`src/rtl/display_scan_ctrl.sv`:
```
`default_nettype none
// ============================================================================
// Module   : display_scan_ctrl
// Purpose  : Time-multiplexed scan controller for a 4-digit seven-segment
//            display. Strobes one anode at a time with a dead-time gap
//            between digits and emits a one-clock pulse at each frame wrap.
//            Optional macro DISPLAY_SCAN_BRIGHTNESS_EN adds a 4-bit PWM
//            brightness control on the lit anode.
// Revision : 1.0 - initial release
// ============================================================================
module display_scan_ctrl #(
    parameter logic [15:0] DIGIT_CYCLES       = 16'd50000,
    parameter logic [7:0]  DEAD_CYCLES        = 8'd16,
    parameter bit          ANODE_ACTIVE_LOW   = 1'b1,
    parameter bit          CATHODE_ACTIVE_LOW = 1'b1
) (
    input  logic       clk,
    input  logic       reset,
    input  logic       enable,
    input  logic [3:0] blank_mask,
    input  logic [7:0] segment0,
    input  logic [7:0] segment1,
    input  logic [7:0] segment2,
    input  logic [7:0] segment3,
`ifdef DISPLAY_SCAN_BRIGHTNESS_EN
    input  logic [3:0] brightness,
`endif
    output logic [3:0] anode,
    output logic [7:0] cathode,
    output logic [1:0] digit_sel,
    output logic       frame_pulse
);

    localparam logic [1:0] S_IDLE = 2'd0;
    localparam logic [1:0] S_SHOW = 2'd1;
    localparam logic [1:0] S_DEAD = 2'd2;

    localparam logic [15:0] c_show_last = DIGIT_CYCLES - 16'd1;
    localparam logic [15:0] c_dead_last = {8'd0, DEAD_CYCLES} - 16'd1;
    localparam logic [3:0]  c_anode_off   = ANODE_ACTIVE_LOW   ? 4'hF  : 4'h0;
    localparam logic [7:0]  c_cathode_off = CATHODE_ACTIVE_LOW ? 8'hFF : 8'h00;

    logic [1:0]  r_state;
    logic [15:0] r_cnt;
    logic [1:0]  r_digit_sel;
    logic [3:0]  r_anode;
    logic [7:0]  r_cathode;
    logic        r_frame_pulse;

    logic [1:0]  w_state_nxt;
    logic [15:0] w_cnt_nxt;
    logic [1:0]  w_digit_nxt;
    logic        w_frame_nxt;
    logic [7:0]  w_seg_sel;
    logic        w_pwm_on;
    logic [3:0]  w_anode_act;
    logic [7:0]  w_cathode_act;
    logic [3:0]  w_anode_nxt;
    logic [7:0]  w_cathode_nxt;

    // State, counter, digit index and registered outputs
    always_ff @(posedge clk or posedge reset) begin
        if (reset) begin
            r_state       <= S_IDLE;
            r_cnt         <= 16'd0;
            r_digit_sel   <= 2'd0;
            r_frame_pulse <= 1'b0;
            r_anode       <= c_anode_off;
            r_cathode     <= c_cathode_off;
        end else begin
            r_state       <= w_state_nxt;
            r_cnt         <= w_cnt_nxt;
            r_digit_sel   <= w_digit_nxt;
            r_frame_pulse <= w_frame_nxt;
            r_anode       <= w_anode_nxt;
            r_cathode     <= w_cathode_nxt;
        end
    end

    // Next-state logic: digit advance and frame wrap happen on SHOW entry
    always_comb begin
        w_state_nxt = r_state;
        w_cnt_nxt   = r_cnt;
        w_digit_nxt = r_digit_sel;
        w_frame_nxt = 1'b0;
        if (!enable) begin
            w_state_nxt = S_IDLE;
            w_cnt_nxt   = 16'd0;
            w_digit_nxt = 2'd0;
        end else begin
            case (r_state)
                S_IDLE: begin
                    // Entry from IDLE starts at digit 0 without a frame pulse
                    w_state_nxt = S_SHOW;
                    w_cnt_nxt   = 16'd0;
                    w_digit_nxt = 2'd0;
                end
                S_SHOW: begin
                    if (r_cnt == c_show_last) begin
                        w_cnt_nxt = 16'd0;
                        if (DEAD_CYCLES == 8'd0) begin
                            w_state_nxt = S_SHOW;
                            w_digit_nxt = r_digit_sel + 2'd1;
                            w_frame_nxt = (r_digit_sel == 2'd3);
                        end else begin
                            w_state_nxt = S_DEAD;
                        end
                    end else begin
                        w_cnt_nxt = r_cnt + 16'd1;
                    end
                end
                S_DEAD: begin
                    if (r_cnt == c_dead_last) begin
                        w_cnt_nxt   = 16'd0;
                        w_state_nxt = S_SHOW;
                        w_digit_nxt = r_digit_sel + 2'd1;
                        w_frame_nxt = (r_digit_sel == 2'd3);
                    end else begin
                        w_cnt_nxt = r_cnt + 16'd1;
                    end
                end
                default: begin
                    w_state_nxt = S_IDLE;
                    w_cnt_nxt   = 16'd0;
                    w_digit_nxt = 2'd0;
                end
            endcase
        end
    end

    // Pattern of the digit being entered
    always_comb begin
        w_seg_sel = segment0;
        case (w_digit_nxt)
            2'd0:    w_seg_sel = segment0;
            2'd1:    w_seg_sel = segment1;
            2'd2:    w_seg_sel = segment2;
            default: w_seg_sel = segment3;
        endcase
    end

`ifdef DISPLAY_SCAN_BRIGHTNESS_EN
    logic [3:0] r_pwm;
    logic [3:0] w_pwm_nxt;

    // PWM phase restarts on every SHOW entry, including back-to-back digits
    always_comb begin
        w_pwm_nxt = 4'd0;
        if (w_state_nxt == S_SHOW && r_state == S_SHOW && w_cnt_nxt != 16'd0)
            w_pwm_nxt = r_pwm + 4'd1;
        w_pwm_on = (brightness == 4'hF) || (w_pwm_nxt < brightness);
    end

    // PWM phase register
    always_ff @(posedge clk or posedge reset) begin
        if (reset) r_pwm <= 4'd0;
        else       r_pwm <= w_pwm_nxt;
    end
`else
    // Without brightness control the anode is lit for the whole slot
    always_comb begin
        w_pwm_on = 1'b1;
    end
`endif

    // Output decode for the state being entered, then polarity
    always_comb begin
        w_anode_act   = 4'h0;
        w_cathode_act = 8'h00;
        if (w_state_nxt == S_SHOW) begin
            w_cathode_act = w_seg_sel;
            if (!blank_mask[w_digit_nxt] && w_pwm_on)
                w_anode_act = 4'b0001 << w_digit_nxt;
        end
        w_anode_nxt   = ANODE_ACTIVE_LOW   ? ~w_anode_act   : w_anode_act;
        w_cathode_nxt = CATHODE_ACTIVE_LOW ? ~w_cathode_act : w_cathode_act;
    end

    assign anode       = r_anode;
    assign cathode     = r_cathode;
    assign digit_sel   = r_digit_sel;
    assign frame_pulse = r_frame_pulse;

endmodule
`default_nettype wire

```
`config.mk`:
```
export PLATFORM = sky130hd
export DESIGN_NAME = display_scan_ctrl
export DESIGN_NICKNAME = d
export VERILOG_FILES = /design/src/rtl/display_scan_ctrl.sv
export SDC_FILE = /design/constraint.sdc
export NUM_CORES = 1
export LEC_CHECK = 0
export BUFFER_PORTS_ARGS = -buffer_cell sky130_fd_sc_hd__buf_4
export CAP_MARGIN = 20
export CORE_MARGIN = 2
export CORE_UTILIZATION = 51
export CTS_BUF_LIST = sky130_fd_sc_hd__clkbuf_4 sky130_fd_sc_hd__clkbuf_8 sky130_fd_sc_hd__clkbuf_16
export DETAILED_ROUTE_END_ITERATION = 8
export HOLD_SLACK_MARGIN = 0.05
export PLACE_DENSITY = 0.79
export SKIP_CTS_REPAIR_TIMING = 1
export SYNTH_ARGS = -nofsm -noshare
export SYNTH_HDL_FRONTEND = slang
export SYNTH_SLANG_ARGS = --single-unit
export TNS_END_PERCENT = 30
```
`constraint.sdc`:
```
create_clock -name clk -period 4.2 [get_ports clk]
set_clock_uncertainty 0.2 [all_clocks]
set_input_delay 0.21 -clock clk [delete_from_list [all_inputs] [get_ports clk]]
set_output_delay 0.21 -clock clk [all_outputs]
set_load 0.05 [all_outputs]
```
Word-level counts from Yosys, hierarchy flattened
Cells that the tools add are included.

operators by class
  $add $sub $neg = 2
  order comparisons = 1
  eq/ne operators = 8
  shift-type cells = 1
  multiplexer cells = 20
  bitwise operators = 2
  reductions and logical operators = 2

operators with widths
  kind                                                  number
  2-to-1 mux 16 bit                                     3
  case mux 16 bit (2 select lines)                      1
  case mux 8 bit (3 select lines)                       1
  adder 16 x 1 -> 16 bit, second input constant         1
  equality test 16 bit, second input constant           1
  equality test 16 x 4 -> 1 bit, second input constant  1
  2-to-1 mux 2 bit                                      5
  2-to-1 mux 4 bit                                      2
  2-to-1 mux 8 bit                                      1
  inverter 8 bit                                        1
  equality test 2 x 1 -> 1 bit, second input constant   3
  equality test 2 bit, second input constant            3
  case mux 2 bit (3 select lines)                       1
  zero test 2 bit                                       2
  2-to-1 mux 1 bit                                      4
  inverter 4 bit                                        1
  case mux 2 bit (2 select lines)                       1
  << shifter 1 x 2 -> 4 bit, first input constant       1
  < comparator 2 x 3 -> 1 bit, second input constant    1
  adder 2 x 1 -> 2 bit, second input constant           1
  binary-select mux 1 bit (select 2 bit)                1

storage, ports and cells
  register bits after elaboration = 33
  input bits = 39
  output and inout port bits = 15
  logic and storage cells = 42

Longest topological paths before layout
  depth in word-level cells = 9
  mapped depth = 10
  depth with buffers taken out = 8

Worst setup path before layout
Ideal clock, no wire load.

  path type = register -> register
  from = register r_cnt[11]
  to = register r_anode[2] (netlist: anode[2])
  library setup time = 94 ps
  data arrival time = 2858 ps
  data required time = 3906 ps
  setup slack = 1048 ps
  cell stages (with the launch flop) = 8
  path buffers = 1
  clock period less this slack = 3152 ps
  cell sequence = dfrtp_1 or4_4 or4_4 or4_1 a221o_1 or2_1 buf_6 or4_1

on the way
  word-level cells in the longest chain between the ends = 9
  elaborated cells between the ends (all ways) = 16
  classes of those cells = eq/ne (3); shift (1); mux (11); bitwise (1)

ends and longest elaborated chain
  what                                    RTL line  source
  start, declared                         44        logic [15:0] r_cnt;
  start signal, assigned                  72        r_cnt <= w_cnt_nxt;
  equality test 16 x 4 -> 1 bit           113       if (r_cnt == c_dead_last) begin
  2-to-1 mux 2 bit                        113
  case mux 2 bit (2 select lines)         91        case (r_state)
  2-to-1 mux 2 bit                        86        if (!enable) begin
  binary-select mux 1 bit (select 2 bit)  172       if (!blank_mask[w_digit_nxt] && w_pwm_on)
  2-to-1 mux 1 bit (implied by the code)  172
  2-to-1 mux 4 bit                        172
  2-to-1 mux 4 bit *                      170       if (w_state_nxt == S_SHOW) begin
  inverter 4 bit *                        175       w_anode_nxt = ANODE_ACTIVE_LOW ? ~w_anode_act : w_anode_act;
  via w_anode_nxt[2]                      58        logic [3:0] w_anode_nxt;
  end signal, assigned                    68        r_anode <= c_anode_off;
  end signal, assigned                    75        r_anode <= w_anode_nxt;
  end, declared                           46        logic [3:0] r_anode;

Mark *: on every way through the listed nets, which the timed path passes. The rest lies on a longest branch. The select of a mux whose other input is x is not followed.

Worst setup path after layout
  from = register r_cnt[11]
  to = register r_anode[3] (netlist: anode[3])

Same word-level chain as after synthesis.

==> summary.txt <==
Status: finished, final reports clean
Root Driver: clkbuf_4
Initial antenna violation count: 0
Initial cell density of the core: 53.5%
H-Tree Depth: 2
Final period utilization: 78.9%
Ys Warns: 0
Total Nets Final: 284
Clk pin slew, worst setup/hold paths: 90 ps
Site Rows: 21
Hold Fails Final Rpt: 0
Fraction of layout cells with a size suffix above 1: 34.6%
First-pass GRT wire length: 7090 µm
CP Launch Type: flop
Mapped Area: 1800 µm²
Critical path class: flop to flop
Detail Route Antenna Nets: 0
RSZ-0062 raised after global routing: false
Worst R2R Start: r_cnt[11]$_DFF_PP0_
#FFs+latches synth: 33
Non-Filler Instances: 286
Final WL: 4320 µm
Reg2reg end: anode[3]$_DFF_PP1_
Placed Cells: 271
R2R depth: 6
Chip width: 63.4 µm
PwrDens: 271 nW/µm²
Synth async-reset ratio: 100%
Mapped Nets: 221
Top-level I/O count: 54
Synth Instances: 176
Vias/cell: 5.59
ANT cells: 0
Post-place setup slack: 906 ps
Max-cap violation count: 0
Total number of vias: 1600
Slew @ Worst Pin: 706 ps
Post-synth top flop: dfrtp_1
Final Max Slew Viols: 0
Fmax: 0.302 GHz
Crit. Startpoint: r_cnt[11]$_DFF_PP0_
Mapped Avg Cell Area: 10.2 µm²
Worst Hold Slack: 42.1 ps
P&R area growth vs syn: 32.5%
Critical Path End: anode[3]$_DFF_PP1_
Die Y: 63.4 µm
Yosys cell types: 41
Total gr overflow: 0
CTS tree: done
EDFF count, synth: 0
Post-Place Cell Area: 2250 µm²
CP endpoint kind: flop
Worst setup margin: 884 ps
Initial drt markers: 88
DRC violations left: 0
Final instance area: 2380 µm²
R2R Setup Slk: 880 ps
Core Area: 3360 µm²
CP max FO: 12
Die Area: 4020 µm²
Post-synthesis sequential area ratio: 46.7%
Leak: 1.12 nW
Num CTS Buffers: 5
Worst Path Arrival: 3370 ps
Bufs on Longest Clock Path: 2
Hold WC Path Type: input pin to flop
Final setup fails: 0
Final HPWL DP: 3070 µm
Input/output buffers: 53
GRT Overall Usage: 22.5%
Vias in the first global route: 1595
Setup TNS: 0 ps
Final Critical Period: 3320 ps
Commonest non-fill, non-tap cell in the layout: buf_4
Detailed Routing Iterations Pass 1: 4
WP data required: 4250 ps
Clock Sinks: 33
Maximum vdd drop: 0.200 mV
Worst slew margin: 52.6%
Routability-driven placement congestion ratio: 0.854
WL per Instance: 15.1 µm
Commonest cells after routing, fill and taps aside: 56 x buf_4, 25 x nor2_1, 21 x dfrtp_1
Worst skew pair latency: 330 ps
Largest net degree at the start of global routing: 32
Yosys cell counts (5+ instances only):
master    instances  area share [%]
nor2_1           25             5.2
dfrtp_1          21              29
dfstp_2          12              18
mux2i_1           9             5.0
nand2_1           9             1.9
nand3_1           9             2.5
a211o_1           8             3.9
inv_1             8             1.7
o32ai_1           8             3.9
xor2_1            8             3.9
and3_1            6             2.1
ha_1              6             4.2
or4_1             6             2.5
xnor2_1           6             2.9
clkbuf_1          5             1.0
worst min path at each step:
stage	startpoint	to	slack, ps	cells past startpoint
6_report	segment1[7]	cathode[7]$_DFF_PP1_	40	3
5_1_grt	segment1[7]	cathode[7]$_DFF_PP1_	50	3
4_1_cts	reset	cathode[6]$_DFF_PP1_	-300	2
3_5_place_dp	reset	cathode[6]$_DFF_PP1_	60	2
3_3_place_gp	reset	cathode[6]$_DFF_PP1_	60	2
2_1_floorplan	blank_mask[1]	anode[1]$_DFF_PP1_	120	1
routing by layer:
layer	global-route usage (%)	wire length, µm	vias to the layer above
met5	0	0	-
met4	6.25	63	0
met3	5.89	166	7
met2	38.3	2290	34
met1	28.2	1800	794
li1	-	-	765
sequential cells by signal, indices dropped and copies added, names as in the netlist:
| register | flops |
|---|---|
| anode | 4 |
| cathode | 8 |
| frame_pulse | 1 |
| r_state | 2 |
| r_cnt | 16 |
| digit_sel | 2 |
metrics by stage:
step / total power [mW] / utilization [%]
6_report: 0.646 / 70.9
5_1_grt: 0.675 / 70.9
4_1_cts: 0.647 / 68.8
3_5_place_dp: 0.451 / 66.9
3_3_place_gp: 0.447 / 66.9
2_1_floorplan: 0.405 / -
logic make-up after synthesis:
group | share of synthesized area, %
compound gates | 12.9
xor+xnor | 6.82
fa+ha+maj | 4.17
buf+inv | 3.62
flops | 46.7
mux | 5.63
simple gates | 20.2
area by class of cell:
cell class              count  area, µm²
well taps                  46       57.6
clock buffers               8       66.3
repair buffers             63        490
fillers                   265        978
flip-flops and latches     33        841
multi-input cells         128        900
inverters                   8       30.0
report_power, final:
group | internal (mW) | switching, mW | leakage (nW)
logic | 0.0501 | 0.0629 | 0.663
registers | 0.332 | 0.00423 | 0.418
clock network | 0.0954 | 0.101 | 0.0394
total | 0.478 | 0.168 | 1.12
worst max-delay path: stages, from the launching register on:
cell and delay [ps]:
dfrtp_1 420, or4_4 550, or4_4 440, or4_1 430, a221o_1 370, or2_1 380
or4_1 440
No activity file was read; power rests on OpenSTA's default activity.
